==> src/rtl/tp84_snd_pkg.sv <==
`default_nettype none
// ============================================================================
//  Module   : tp84_snd_pkg
//  Purpose  : Shared types and default constants for the sound-board
//             interrupt generator and its input conditioning.
//  Contents : irq_state_t   - interrupt request FSM state (2-bit)
//             TP84_SYNC_STAGES_DEF, TP84_IRQ_FILTER_DEF - default depths
//             tp84_cnt_w()  - counter width helper
//  Revision : 1.0 - initial release
// ============================================================================
package tp84_snd_pkg;

    // Request lifecycle: nothing seen, qualifying a rising edge, waiting for
    // the Z80 clock enable, and INT_n driven low until acknowledged.
    typedef enum logic [1:0] {
        IDLE   = 2'd0,
        QUAL   = 2'd1,
        PEND   = 2'd2,
        ASSERT = 2'd3
    } irq_state_t;

    localparam int TP84_SYNC_STAGES_DEF = 2;
    localparam int TP84_IRQ_FILTER_DEF  = 4;

    // Width needed to hold the values 0..max_val inclusive.
    function automatic int tp84_cnt_w(input int max_val);
        int w;
        w = 1;
        while ((1 << w) <= max_val) begin
            w = w + 1;
        end
        return w;
    endfunction

endpackage : tp84_snd_pkg
`default_nettype wire

==> src/rtl/tp84_sync_edge.sv <==
`default_nettype none
// ============================================================================
//  Module   : tp84_sync_edge
//  Purpose  : Multi-flop synchroniser for an asynchronous level input plus a
//             rising-edge detector on the synchronised level. Intended for
//             reuse on the IRQ trigger, coin and service inputs.
//  Ports    : clk_49m  - system clock
//             n_rst    - asynchronous active-low reset
//             i_din    - raw asynchronous input
//             o_sync   - synchronised level (i_din delayed STAGES edges)
//             o_rise   - one-cycle pulse on a low->high of o_sync
//  Revision : 1.0 - initial release
// ============================================================================
module tp84_sync_edge #(
    parameter int STAGES = 2
) (
    input  logic clk_49m,
    input  logic n_rst,
    input  logic i_din,
    output logic o_sync,
    output logic o_rise
);

    logic [STAGES-1:0] r_sync;
    logic [STAGES-1:0] r_fill;
    logic              r_prev;
    logic              w_fill_done;
    logic              w_sync;

    // The chain resets to zero, so its output is not a real sample of i_din
    // until STAGES edges after reset. r_fill tracks that; the previous sample
    // (reset to 1) is only updated from real samples. Without this, an input
    // already high when reset releases would appear as a fresh 0->1 edge.
    assign w_fill_done = r_fill[STAGES-1];
    assign w_sync      = r_sync[STAGES-1];

    always_ff @(posedge clk_49m or negedge n_rst) begin
        if (!n_rst) begin
            r_sync <= '0;
            r_fill <= '0;
            r_prev <= 1'b1;
        end else begin
            r_sync <= {r_sync[STAGES-2:0], i_din};
            r_fill <= {r_fill[STAGES-2:0], 1'b1};
            if (w_fill_done) begin
                r_prev <= w_sync;
            end
        end
    end

    assign o_sync = w_sync;
    assign o_rise = w_fill_done & w_sync & ~r_prev;

endmodule : tp84_sync_edge
`default_nettype wire

==> src/rtl/tp84_snd_irq_gen.sv <==
`default_nettype none
// ============================================================================
//  Module   : tp84_snd_irq_gen
//  Purpose  : Clocked replacement for the sound board's edge-triggered Z80
//             interrupt flop. Synchronises and glitch-filters the CPU-board
//             trigger, drives INT_n low aligned to the Z80 clock enable and
//             holds it until the acknowledge-derived clear.
//  Ports    : clk_49m     - 49.152 MHz system clock
//             n_irq_clr   - async active-low clear (reset or IORQ&M1 ack)
//             cen_3m58    - Z80 clock enable, one clk_49m cycle wide
//             irq_trigger - raw request from CPU board (asynchronous)
//             n_irq       - Z80 INT_n, active-low, registered
//             irq_pending - request accepted, INT_n not yet driven
//             irq_age     - cen_3m58 ticks since n_irq fell, saturating
//             retrig      - sticky: qualified edge seen while asserted
//  Revision : 1.0 - initial release
// ============================================================================
module tp84_snd_irq_gen
    import tp84_snd_pkg::*;
#(
    parameter int SYNC_STAGES   = TP84_SYNC_STAGES_DEF,
    parameter int FILTER_CYCLES = TP84_IRQ_FILTER_DEF,
    parameter int AGE_W         = 8
) (
    input  logic             clk_49m,
    input  logic             n_irq_clr,
    input  logic             cen_3m58,
    input  logic             irq_trigger,
    output logic             n_irq,
    output logic             irq_pending,
    output logic [AGE_W-1:0] irq_age,
    output logic             retrig
);

    localparam int                 c_CNT_W     = tp84_cnt_w(FILTER_CYCLES);
    localparam logic [c_CNT_W-1:0] c_CNT_ONE   = c_CNT_W'(1);
    localparam logic [c_CNT_W-1:0] c_CNT_LAST  = c_CNT_W'(FILTER_CYCLES - 1);
    localparam logic [AGE_W-1:0]   c_AGE_MAX   = {AGE_W{1'b1}};
    localparam bit                 c_FILT_ONE  = (FILTER_CYCLES == 1);

    irq_state_t         r_state;
    irq_state_t         w_state_nxt;
    logic [c_CNT_W-1:0] r_filt_cnt;
    logic               r_n_irq;
    logic [AGE_W-1:0]   r_age;
    logic               r_retrig;

    logic               w_s;
    logic               w_rise;
    logic               w_qual;

    // ------------------------------------------------------------------
    // Input conditioning
    // ------------------------------------------------------------------
    tp84_sync_edge #(
        .STAGES (SYNC_STAGES)
    ) u_sync_edge (
        .clk_49m (clk_49m),
        .n_rst   (n_irq_clr),
        .i_din   (irq_trigger),
        .o_sync  (w_s),
        .o_rise  (w_rise)
    );

    // ------------------------------------------------------------------
    // Glitch filter
    // Counts consecutive high synced samples starting at a rising edge; the
    // edge cycle itself is sample 1. w_qual pulses on the cycle in which the
    // FILTER_CYCLES-th consecutive high sample is present. The counter runs
    // independently of the FSM so that an edge which begins in PEND and
    // completes in ASSERT still counts as a re-trigger.
    // ------------------------------------------------------------------
    assign w_qual = (w_rise & c_FILT_ONE)
                  | ((r_filt_cnt != '0) & w_s & (r_filt_cnt == c_CNT_LAST));

    always_ff @(posedge clk_49m or negedge n_irq_clr) begin
        if (!n_irq_clr) begin
            r_filt_cnt <= '0;
        end else if (w_rise) begin
            r_filt_cnt <= c_FILT_ONE ? '0 : c_CNT_ONE;
        end else if (r_filt_cnt != '0) begin
            if (!w_s || w_qual) begin
                r_filt_cnt <= '0;
            end else begin
                r_filt_cnt <= r_filt_cnt + c_CNT_ONE;
            end
        end
    end

    // ------------------------------------------------------------------
    // Request FSM
    // ------------------------------------------------------------------
    always_ff @(posedge clk_49m or negedge n_irq_clr) begin
        if (!n_irq_clr) begin
            r_state <= IDLE;
        end else begin
            r_state <= w_state_nxt;
        end
    end

    always_comb begin
        w_state_nxt = r_state;
        case (r_state)
            IDLE: begin
                if (w_qual) begin
                    w_state_nxt = PEND;
                end else if (w_rise) begin
                    w_state_nxt = QUAL;
                end
            end
            QUAL: begin
                // A drop before the filter completes is a glitch.
                if (!w_s) begin
                    w_state_nxt = IDLE;
                end else if (w_qual) begin
                    w_state_nxt = PEND;
                end
            end
            PEND: begin
                if (cen_3m58) begin
                    w_state_nxt = ASSERT;
                end
            end
            ASSERT: begin
                // Only the asynchronous clear leaves this state.
                w_state_nxt = ASSERT;
            end
            default: begin
                w_state_nxt = IDLE;
            end
        endcase
    end

    // ------------------------------------------------------------------
    // Registered outputs
    // ------------------------------------------------------------------
    always_ff @(posedge clk_49m or negedge n_irq_clr) begin
        if (!n_irq_clr) begin
            r_n_irq  <= 1'b1;
            r_age    <= '0;
            r_retrig <= 1'b0;
        end else begin
            // Decode from next state so INT_n falls on the same edge that
            // enters ASSERT, i.e. on the cen_3m58 cycle.
            r_n_irq <= (w_state_nxt != ASSERT);

            if ((r_state == ASSERT) && cen_3m58 && (r_age != c_AGE_MAX)) begin
                r_age <= r_age + AGE_W'(1);
            end

            if ((r_state == ASSERT) && w_qual) begin
                r_retrig <= 1'b1;
            end
        end
    end

    assign n_irq       = r_n_irq;
    assign irq_age     = r_age;
    assign retrig      = r_retrig;
    assign irq_pending = (r_state == QUAL) || (r_state == PEND);

endmodule : tp84_snd_irq_gen
`default_nettype wire

==> config.mk <==
export PLATFORM = sky130hd
export DESIGN_NAME = tp84_snd_irq_gen
export DESIGN_NICKNAME = d
export VERILOG_FILES = /design/src/rtl/tp84_snd_pkg.sv /design/src/rtl/tp84_sync_edge.sv /design/src/rtl/tp84_snd_irq_gen.sv
export SDC_FILE = /design/constraint.sdc
export NUM_CORES = 1
export LEC_CHECK = 0
export BUFFER_PORTS_ARGS = -buffer_cell sky130_fd_sc_hd__buf_2
export CAP_MARGIN = 0
export CELL_PAD_IN_SITES_DETAIL_PLACEMENT = 0
export CELL_PAD_IN_SITES_GLOBAL_PLACEMENT = 1
export CORE_ASPECT_RATIO = 0.6
export CORE_MARGIN = 2
export CORE_UTILIZATION = 35
export DETAILED_ROUTE_END_ITERATION = 7
export PLACE_DENSITY = 0.69
export SYNTH_ARGS = -nofsm -noshare
export SYNTH_HDL_FRONTEND = slang
export SYNTH_SLANG_ARGS = --single-unit
export TNS_END_PERCENT = 5
==> constraint.sdc <==
create_clock -name clk_49m -period 3.95 [get_ports clk_49m]
set_input_delay 0.5925 -clock clk_49m [delete_from_list [all_inputs] [get_ports clk_49m]]
set_output_delay 0.5925 -clock clk_49m [all_outputs]
set_load 0.02 [all_outputs]
== After elaboration in Yosys (flattened, before gate mapping) ==
Index checks and enable logic that the tools add are counted.

* Register bits after elaboration: 20
* Bits in latches: 0
* RAM bits: 0
* Bits in read-only memories: 0
* Input bits: 4
* Output and inout bits: 11
* Logic and storage cells: 39
* Memories kept: 0

* $add $sub $neg: 2
* $mul: 0
* Divide/modulo/power cells: 0
* $lt $le $gt $ge: 0
* Eq/ne operators: 6
* Shifts and indexed selects: 0
* Muxes and demuxes: 9
* Bitwise logic cells: 5
* Reduce and logical (&&, ||, !) cells: 9

{| class="wikitable"
|+ Operator list
! cell !! count
|-
| two-way mux 2 bit || 5
|-
| two-way mux 3 bit || 3
|-
| adder 8 x 1 -> 8 bit (second input constant) || 1
|-
| != test 8 bit (second input constant) || 1
|-
| case mux 2 bit (4 select lines) || 1
|-
| AND 1 bit || 4
|-
| == test 2 bit (second input constant) || 2
|-
| adder 3 x 1 -> 3 bit (second input constant) || 1
|-
| == test 3 x 2 -> 1 bit (second input constant) || 1
|-
| logical AND 1 bit || 3
|-
| nonzero test 3 bit || 1
|-
| == test 2 x 1 -> 1 bit (second input constant) || 1
|-
| zero test 2 bit || 1
|-
| logical OR 1 bit || 2
|-
| != test 2 bit (second input constant) || 1
|-
| nonzero test 2 bit || 1
|-
| zero test 1 bit || 1
|-
| inverter 1 bit || 1
|}

== Longest topological paths before layout ==
Gate-level depths: netlist of the first run.

* Depth in word-level cells: 7
* Mapped depth: 5

== Modules after synthesis ==
Synthesis of the first run repeated with hierarchy kept, for this count alone.

* Cells, all modules: 85
* Area, all modules: 993.5 um2

{| class="wikitable"
|+ Modules (own cells, without submodules)
! module !! times used !! cells each !! area each (um2)
|-
| tp84_snd_irq_gen || 1 || 77 || 838.3
|-
| tp84_sync_edge || 1 || 8 || 155.1
|}

== Least setup slack after synthesis of the first run ==
Ideal clock, no wire load.

* Path kind: reg-to-reg
* Start: register r_filt_cnt[0]
* End: register r_n_irq, in the netlist n_irq
* Setup time: 83 ps
* Arrival time: 1393 ps
* Data required time: 3867 ps
* Path slack: 2473 ps
* Stages on the path, launching flop included: 5
* Buffers on the path: 0
* Clock period less this slack: 1477 ps
* Cells stage by stage: dfrtp_1 -> ha_1 -> ha_1 -> a311o_1 -> a221o_1

* Word-level cells in the longest chain between the ends: 7

{| class="wikitable"
|+ RTL lines
! item !! RTL line !! text
|-
| start: declaration || tp84_snd_irq_gen.sv:43 || <nowiki>logic [c_CNT_W-1:0] r_filt_cnt;</nowiki>
|-
| start signal: assignment || tp84_snd_irq_gen.sv:80 || <nowiki>r_filt_cnt <= c_FILT_ONE ? '0 : c_CNT_ONE;</nowiki>
|-
| start signal: assignment || tp84_snd_irq_gen.sv:85 || <nowiki>r_filt_cnt <= r_filt_cnt + c_CNT_ONE;</nowiki>
|-
| nonzero test 3 bit || tp84_snd_irq_gen.sv:74 || <nowiki>| ((r_filt_cnt != '0) & w_s & (r_filt_cnt == c_CNT_LAST));</nowiki>
|-
| AND 1 bit || tp84_snd_irq_gen.sv:74 ||
|-
| AND 1 bit (*) || tp84_snd_irq_gen.sv:74 ||
|-
| two-way mux 2 bit || tp84_snd_irq_gen.sv:115 || <nowiki>end else if (w_qual) begin</nowiki>
|-
| two-way mux 2 bit || tp84_snd_irq_gen.sv:113 || <nowiki>if (!w_s) begin</nowiki>
|-
| case mux 2 bit (4 select lines) (*) || tp84_snd_irq_gen.sv:103 || <nowiki>case (r_state)</nowiki>
|-
| != test 2 bit (*) || tp84_snd_irq_gen.sv:145 || <nowiki>r_n_irq <= (w_state_nxt != ASSERT);</nowiki>
|-
| end signal: assignment || tp84_snd_irq_gen.sv:145 ||
|-
| end: declaration || tp84_snd_irq_gen.sv:44 || <nowiki>logic r_n_irq;</nowiki>
|}

Every way passes the cells marked *; elsewhere a longest branch is shown, timed or not.
A chain may end at the register's enable or synchronous reset.

== Worst setup path in the final report of the first run ==
* Start: register r_state[0]
* End: output irq_pending

* Word-level cells in the longest chain between the ends: 2

{| class="wikitable"
|+ RTL lines
! item !! RTL line !! text
|-
| start: declaration || tp84_snd_irq_gen.sv:41 || <nowiki>irq_state_t r_state;</nowiki>
|-
| start signal: assignment || tp84_snd_irq_gen.sv:97 || <nowiki>r_state <= w_state_nxt;</nowiki>
|-
| == test 2 x 1 -> 1 bit / == test 2 bit (equally long branches) || tp84_snd_irq_gen.sv:160 || <nowiki>assign irq_pending = (r_state == QUAL) || (r_state == PEND);</nowiki>
|-
| logical OR 1 bit (*) || tp84_snd_irq_gen.sv:160 ||
|-
| end: declaration || tp84_snd_irq_gen.sv:30 || <nowiki>output logic irq_pending,</nowiki>
|}

Marks and branches as above.

==> results of run 1 <==
==> worst register-to-register path, cell delays in order, from the launching register on <==
cell and delay, ns:
dfrtp_1 0.42, inv_1 0.12, ha_1 0.24, a21oi_1 0.06
a311o_1 0.33, a221o_1 0.32
==> layer usage <==
layer,GRT usage (%),vias to the layer above
met3,4.20,2
li1,-,353
met2,16.6,15
met1,18.9,346
met5,0,-
met4,4.00,0
==> worst max path at each step <==
stage	slack, ns	cells after the start	end
2_1_floorplan	2.47	4	n_irq$_DFF_PN1_
3_3_place_gp	2.41	3	irq_pending
3_5_place_dp	2.41	3	irq_pending
4_1_cts	2.11	3	irq_pending
5_1_grt	2.06	3	irq_pending
6_report	2.11	3	irq_pending
==> synth_stat cells, types with 2 or more instances <==
cell type / number / area share [%]
o211ai_1: 2 / 1.5
o21ai_0: 4 / 2.0
xnor2_1: 5 / 4.3
dfstp_2: 2 / 5.2
inv_1: 6 / 2.2
a21o_1: 2 / 1.5
ha_1: 8 / 9.9
and4_1: 2 / 1.7
dfrtp_1: 18 / 45
and3_1: 2 / 1.2
nand2_1: 2 / 0.74
nor3_1: 2 / 0.99
a21oi_1: 6 / 3.0
nand4b_1: 2 / 1.7
nand3_1: 4 / 2.0
==> flip-flops by register name, indices dropped and copies added (netlist names) <==
signal              cells
u_sync_edge.r_sync      2
n_irq                   1
r_state                 2
u_sync_edge.r_fill      2
r_filt_cnt              3
u_sync_edge.r_prev      1
irq_age                 8
retrig                  1
==> final cells by class <==
cell class / count / area, sq um / share of cell area [%]
Clock inverter: 1 / 30.0 / 2.53
Clock buffer: 3 / 41.3 / 3.48
Tap cell: 34 / 42.5 / 3.59
Multi-Input combinational cell: 60 / 475 / 40.1
Inverter: 6 / 22.5 / 1.90
Sequential cell: 20 / 503 / 42.4
Timing Repair Buffer: 14 / 70.1 / 5.91
==> report_power, final <==
part | internal, mW | switching (mW) | leakage, nW
clock | 0.135 | 0.0683 | 0.0357
combinational | 0.0927 | 0.127 | 0.287
sequential | 0.237 | 0.0316 | 0.258
==> per-stage QoR <==
| step | setup slack, ns | std cells | area, sq um |
|---|---|---|---|
| final | 2.11 | 138 | 1180 |
| after global routing | 2.06 | 138 | 1180 |
| after CTS | 2.11 | 138 | 1180 |
| after detailed placement | 2.41 | 134 | 1110 |
| after global placement | 2.41 | 134 | 1110 |
| after floorplan | 2.47 | 87 | 1010 |
==> logic make-up after synthesis <==
logic type,Yosys count,synth area share [%]
xor+xnor,5,4.34
other cells,1,0.372
mux,1,1.12
compound gates,24,16.8
fa+ha+maj,8,9.93
buf+inv,7,2.98
simple gates,21,14.6
flops,20,49.9
==> metrics, run 1 <==
Final ANT Viol Nets 0; Cell variety after synth 35; antenna cell count 0; Cell Pwr Density 584 mW/mm^2; DRT Pass-1 Iters 4; number of antenna violations at the first check in global routing 0; via/cell ratio 5.19; met2 wire length 748 microns; Final Util a little over two fifths; ys flop type dfrtp_1; Pleak about 0.58 nW; core area 0.00282 sq mm; maximum VDD drop roughly 200 uV; Slew Viols, Final 0; Crit path buffers/inverters 2; vias in the first global route 664; RR Startpoint r_state[0]$_DFF_PN0_; DR top layer met4; drc violations 0; gate count after technology mapping 87; gr ovfl total 0; die height ~46 microns; number of synthesized flops with an enable pin 0; worst setup path start r_state[0]$_DFF_PN0_; max incr delay on CP 0.41 ns; largest net degree at the start of global routing 21; met1 WL between 1000 and 1500 microns; Total Wirelength 1880 microns; later-pin clock latency in the skew report 0.26 ns; Initial Utilization roughly 36%; status completed; Crit path arrival time 1.24 ns; 1st-iter DRT viols just over 80; Mean Syn Cell Area 11.6 sq um; CTS tree yes; Rows 15; Seq/Total Area, Yosys between 40% and 50%; die area between 0.003 and 0.004 sq mm; Worst Setup Path Type flop to output port; # IOs 15; RSZ-0062 raised after global routing false; WHS 0.267 ns; metal3 WL between 80 and 90 microns; DP Wirelength 1410 microns; share of layout cells above drive strength 1 about a quarter; # Post-CTS Setup Buffers 0; Hold WC Path Type primary input to async pin; reg-to-reg setup timing slack 2.39 ns; worst reg2reg path depth 5; commonest non-fill, non-tap cells in the layout 18 x dfrtp_1, 14 x buf_2, 8 x ha_1; Req. time, crit path 3.36 ns; slowest cell on the critical path dfrtp_1; endpoints failing setup 0; worst-path fanout max 5; Final Hold Fails 0; final worst path period share a little under half; Tot GR Track Use 12.5%; CP cell instances inv_1, ha_1, buf_2; routed via count 716; H-Tree Depth 1; clk_skew 0.00224 ns; Post-Syn Area 0.00101 sq mm; CP delay by family, top flip-flops; Layout area overhead 17.5%; Setup TNS Final 0 ns; total power 0.692 mW; reg2reg end n_irq$_DFF_PN1_; flops & latches, synth 20; Clock Sinks 20; Ys Warns 0; global-route wire length before repair between 3000 and 4000 microns; CP Launch Type flop; final-stage net count 117; Clock Root Buffer clkbuf_8; Peak Freq around 0.54 GHz; minimum clock period 1.84 ns; Max-cap violations 0; Reg clk slew, reported paths 0.07 ns; Die W 73.3 microns; gpl congestion between 0.7 and 0.8; Num CTS Buffers 3; PostCTS Resize Cnt 0; most common cell after layout, fill and taps aside dfrtp_1; PortBufs 14; Async S/R FF share, synth 100%; fillers 266; Post-Syn Nets 99; maximum clock insertion buffer count 2; Hold Buf Count CTS 0; WL per Instance 13.6 microns; endpoint class of the critical path output port
Note: power is estimated with default switching activity, not from simulation.
==> run 2: changes to the inputs <==
- clock period: 3.95 -> 1.7 ns (I/O delays scaled with it)
==> run 2 against run 1 <==
Via count fell by 1.7%. Critical path depth increased by 2. Register-to-register slack got worse by 2.2 ns. Cell count grew 1.4%. Combinational power is 130% higher. Sequential power rose by 130%. Global-route usage is 0.28 points lower. Highest routed layer unchanged. Core utilization is essentially flat. Worst hold slack got worse by 0.16 ns. Largest power group unchanged. Worst setup slack got worse by 2.0 ns.
==> metrics, run 2 (synthesis gave the netlist of run 1 again) <==
Pleak 0.582 nW (+0.24%); DP Wirelength 1320 microns (-6.1%); Req. time, crit path 1.89 ns (-1.47 ns); CP Launch Type flop; Slew Viols, Final 0 (unchanged); placed cell count 135 (+0.75%); Total Wirelength 1830 microns (-2.9%); clk_skew 0.00575 ns (+0.00350 ns); Clock Sinks 20 (unchanged); gr ovfl total 0 (unchanged); gpl congestion 0.785 (+2.8%); global-route wire length before repair 3040 microns (-2.2%); die height 45.6 microns (unchanged); Final Util 42.1% (+0.044 points); worst-path fanout max 5 (unchanged); CTS tree yes; final-stage net count 119 (+1.7%); pre-CTS setup slack 0.155 ns (-2.26 ns); number of antenna violations at the first check in global routing 0 (unchanged); Final Hold Fails 0 (unchanged); Max-cap violations 0 (unchanged); Reg clk slew, reported paths 0.07 ns (about the same); Worst Setup Path Type flop to flop; maximum VDD drop 367 uV (+84%); largest net degree at the start of global routing 21 (unchanged); status completed; Final ANT Viol Nets 0 (unchanged); PortBufs 14 (unchanged); Rows 15 (unchanged); later-pin clock latency in the skew report 0.25 ns (about the same); endpoint class of the critical path flop; endpoints failing setup 0 (unchanged); reg2reg end n_irq$_DFF_PN1_; share of layout cells above drive strength 1 25.5% (+0.47 points); drc violations 0 (unchanged); Die W 73.3 microns (unchanged); commonest non-fill, non-tap cells in the layout 18 x dfrtp_1, 14 x buf_2, 8 x ha_1; antenna cell count 0 (unchanged); Tot GR Track Use 12.2% (-0.28 points); min setup slack post-route 0.146 ns (-1.97 ns); Num CTS Buffers 3 (unchanged); max reg flops 8 (unchanged); Peak Freq 0.644 GHz; Cell Pwr Density 1250 mW/mm^2 (+110%); 1st-iter DRT viols 51 (-37%); WL per Instance 13.0 microns (-4.3%); Initial Utilization 35.8% (unchanged); reg-to-reg setup timing slack 0.15 ns (-2.24 ns); Clock Root Buffer clkbuf_8; Layout area overhead 17.6%; core area 0.00282 sq mm (unchanged); # IOs 15 (unchanged); final worst path period share between 90 and 100%; DRT Pass-1 Iters 4 (unchanged); H-Tree Depth 1 (unchanged); maximum clock insertion buffer count 2 (unchanged); Hold WC Path Type primary input to flop; Finished Layout Cells 140 (+1.4%); vias in the first global route 639 (-3.8%); worst reg2reg path depth 5 (unchanged); total power 1.48 mW (+110%); worst setup path start r_state[0]$_DFF_PN0_; via/cell ratio 5.03 (-3.1%); most common cell after layout, fill and taps aside dfrtp_1; RSZ-0062 raised after global routing false; Crit path arrival time 1.74 ns (+0.50 ns); die area 0.00334 sq mm (unchanged); minimum clock period between 1.5 and 2 ns; PostCTS Resize Cnt 0 (unchanged); RR Startpoint r_state[0]$_DFF_PN0_; Setup TNS Final 0 ns (unchanged); routed via count 704 (-1.7%); fillers 278 (+4.5%); CP endpoint n_irq$_DFF_PN1_
## run 2: cell type report
type	count	area, sq um	share of cell area (%)
inverters	6	22.5	1.90
flip-flops and latches	20	503	42.4
multi-input cells	60	475	40.1
well taps	34	42.5	3.59
clock buffers	4	55.1	4.64
repair buffers	16	87.6	7.38
## run 2: critical path, stage by stage, from the launching register on
cell and delay [ns]:
dfrtp_1 0.43, inv_1 0.12, ha_1 0.25, a21oi_1 0.06, a311o_1 0.32, a221o_1 0.32
## run 2: metrics by stage
stage          hold WS, ns  area, sq um
2_1_floorplan      -0.0406         1010
3_3_place_gp         0.230         1120
3_5_place_dp         0.233         1120
4_1_cts             0.0968         1190
5_1_grt             0.0983         1190
6_report             0.107         1190
## run 2: how the worst min path moves through the flow
stage,startpoint,to,slack (ns),cells after the start
2_1_floorplan,n_irq_clr,irq_age[0]$_DFFE_PN0P_,-0.04,0
3_3_place_gp,n_irq_clr,irq_age[1]$_DFFE_PN0P_,0.23,1
3_5_place_dp,n_irq_clr,irq_age[1]$_DFFE_PN0P_,0.23,1
4_1_cts,irq_trigger,u_sync_edge.r_sync[0]$_DFF_PN0_,0.1,1
5_1_grt,irq_trigger,u_sync_edge.r_sync[0]$_DFF_PN0_,0.1,1
6_report,irq_trigger,u_sync_edge.r_sync[0]$_DFF_PN0_,0.11,1
## run 2: repair_timing
item                                   CTS  global route
endpoints found under the hold margin   18             0
hold buffers                             1             0
buffers inserted                         0             0
## run 2: report_power, final
part / switching [mW] / internal (mW) / leakage (nW) / total [mW]
clock network: 0.150 / 0.206 / 0.0288 / 0.355
registers: 0.0728 / 0.551 / 0.258 / 0.624
logic: 0.288 / 0.215 / 0.295 / 0.503
total: 0.511 / 0.971 / 0.582 / 1.48
## run 2: metal layers
metal / wire [microns] / GRT usage, % / part of all wire, %
met2: 694 / 16.6 / 38
met5: 0 / 0 / 0
met3: 56 / 3.32 / 3.1
met4: 17 / 3.27 / 0.93
met1: 1060 / 18.9 / 58
==> run 3: changes to the inputs <==
--- a/config.mk
+++ b/config.mk
@@ -16,2 +16,3 @@
 export PLACE_DENSITY = 0.69
+export RECOVER_POWER = 100
 export SYNTH_ARGS = -nofsm -noshare
==> constraint.sdc (replaced) <==
create_clock -name clk_49m -period 1.7 [get_ports clk_49m]
set_input_delay 0.17 -clock clk_49m [delete_from_list [all_inputs] [get_ports clk_49m]]
set_output_delay 0.17 -clock clk_49m [all_outputs]
set_load 0.02 [all_outputs]
==> run 3 against run 2 <==
Critical endpoint unchanged. Worst setup slack improved by 0.0031 ns. Worst hold slack worse by 0.085 ns. Sequential cell count stayed put. Core utilization is 0.53 points lower. Via count is 0.57% higher. Sequential share of layout area grew 0.54 points. Design area is 1.3% lower. Clock power is essentially flat. Power is 0.90% lower.
==> metrics, run 3 (synthesis gave the netlist of run 1 again) <==
hold depth 1 (unchanged); Reg clk slew, reported paths 0.07 ns (about the same); Final ANT Viol Nets 0 (unchanged); PostCTS Resize Cnt 0 (unchanged); via/cell ratio 5.06 (+0.57%); gpl congestion 0.785 (unchanged); pre-CTS setup slack 0.155 ns (unchanged); CP delay by family, top compound AO/OA/AOI/OAI gates; Crit path depth 5 (unchanged); Die W 73.3 microns (unchanged); maximum clock insertion buffer count 2 (unchanged); Hold Buf Count CTS 1 (unchanged); Hold WC Path Type primary input to flop; WL per Instance 13.0 microns (-0.60%); Final Cell Area 0.00117 sq mm (-1.3%); die height 45.6 microns (unchanged); status completed; RR Startpoint r_state[0]$_DFF_PN0_; final worst path period share 91.2% (-0.18 points); Worst-Margin Slew about 1.1 ns; die area 0.00334 sq mm (unchanged); Max-cap violations 0 (unchanged); Rows 15 (unchanged); gr busiest metal met1; total power 1.47 mW (-0.90%); clk_skew 0.00553 ns (-0.000215 ns); met2 Usage GRT 16.6% (unchanged); DRT Pass-1 Iters 4 (unchanged); Setup TNS Final 0 ns (unchanged); area post-placement 0.00112 sq mm (unchanged); max reg flops 8 (unchanged); H-Tree Depth 1 (unchanged); worst reg2reg path depth 5 (unchanged); GR Util met1 18.9% (unchanged); # IOs 15 (unchanged); Pleak 0.536 nW (-7.9%); routed via count 708 (+0.57%); Cell Pwr Density 1250 mW/mm^2 (+0.38%); Slew Viols, Final 0 (unchanged); PortBufs 14 (unchanged); Peak Freq 0.645 GHz (+0.20%); Max-Slew Margin vs Limit roughly 29%; placed cell count 135 (unchanged); reg2reg end n_irq$_DFF_PN1_; number of antenna violations at the first check in global routing 0 (unchanged); reg-to-reg setup timing slack 0.15 ns (about the same); endpoint class of the critical path flop; Req. time, crit path 1.89 ns (about the same); 1st-iter DRT viols 61 (+20%); Crit path buffers/inverters 1 (unchanged); Crit path arrival time 1.74 ns (about the same); Tot GR Track Use 12.2% (unchanged); largest net degree at the start of global routing 21 (unchanged); DP Wirelength 1320 microns (unchanged); later-pin clock latency in the skew report 0.25 ns (about the same); maximum VDD drop 367 uV (about the same); Total Wirelength 1810 microns (-0.60%); CTS tree yes; Hold EP u_sync_edge.r_sync[0]$_DFF_PN0_; most common cell after layout, fill and taps aside dfrtp_1; vias in the first global route 639 (unchanged); core area 0.00282 sq mm (unchanged); CP Launch Type flop; slowest cell on the critical path dfrtp_1; commonest non-fill, non-tap cells in the layout 18 x dfrtp_1, 12 x clkbuf_1, 8 x ha_1; antenna cell count 0 (unchanged); gr ovfl total 0 (unchanged); global-route wire length before repair 3040 microns (unchanged); Clock Sinks 20 (unchanged); final-stage net count 119 (unchanged); Initial Utilization 35.8% (unchanged); worst-path fanout max 5 (unchanged); Layout area overhead 16.1%; Num CTS Buffers 3 (unchanged); min setup slack post-route 0.149 ns (+0.00314 ns); endpoints failing setup 0 (unchanged); Clock Root Buffer clkbuf_8; Finished Layout Cells 140 (unchanged); max incr delay on CP 0.43 ns (about the same); M3 GR Usage 3.32% (unchanged); minimum clock period 1.55 ns (-0.00314 ns); RSZ-0062 raised after global routing false; Final Hold Fails 0 (unchanged); min-delay src irq_trigger; drc violations 0 (unchanged); Worst Setup Path Type flop to flop; # Post-CTS Setup Buffers 0 (unchanged); CP cell instances inv_1, ha_1, a21oi_1, a311o_1, a221o_1; share of layout cells above drive strength 1 13.2% (-12 points)
-- run 3: worst max path at each step --
stage          slack, ns              end                 startpoint
2_1_floorplan       0.22  n_irq$_DFF_PN1_  r_filt_cnt[0]$_DFFE_PN0P_
3_3_place_gp        0.13  n_irq$_DFF_PN1_       r_state[0]$_DFF_PN0_
3_5_place_dp        0.16  n_irq$_DFF_PN1_       r_state[0]$_DFF_PN0_
4_1_cts             0.14  n_irq$_DFF_PN1_       r_state[0]$_DFF_PN0_
5_1_grt             0.03  n_irq$_DFF_PN1_       r_state[0]$_DFF_PN0_
6_report            0.15  n_irq$_DFF_PN1_       r_state[0]$_DFF_PN0_
-- run 3: per-layer routing --
metal  part of all wire (%)  vias to the layer above
met4                   0.94                        0
met3                    3.3                        2
met5                      0                        -
met1                     58                      334
li1                       -                      359
met2                     38                       13
-- run 3: per-stage QoR --
step	hold slack (ns)	util (%)
final	0.0220	41.6
after global routing	0.0134	41.6
after CTS	0.0118	42.1
after detailed placement	0.148	39.8
after global placement	0.145	39.8
after floorplan	-0.126	-
-- run 3: final cells by class --
| class | instances | area [sq um] |
|---|---|---|
| multi-input cells | 60 | 475 |
| inverters | 6 | 22.5 |
| fillers | 287 | 1640 |
| flip-flops and latches | 20 | 503 |
| repair buffers | 16 | 72.6 |
| clock buffers | 4 | 55.1 |
| well taps | 34 | 42.5 |
-- run 3: power breakdown --
part	internal (mW)	leakage, nW	total, mW	switching [mW]
Clock	0.206	0.0288	0.355	0.149
Combinational	0.203	0.250	0.490	0.287
Sequential	0.550	0.257	0.624	0.0736
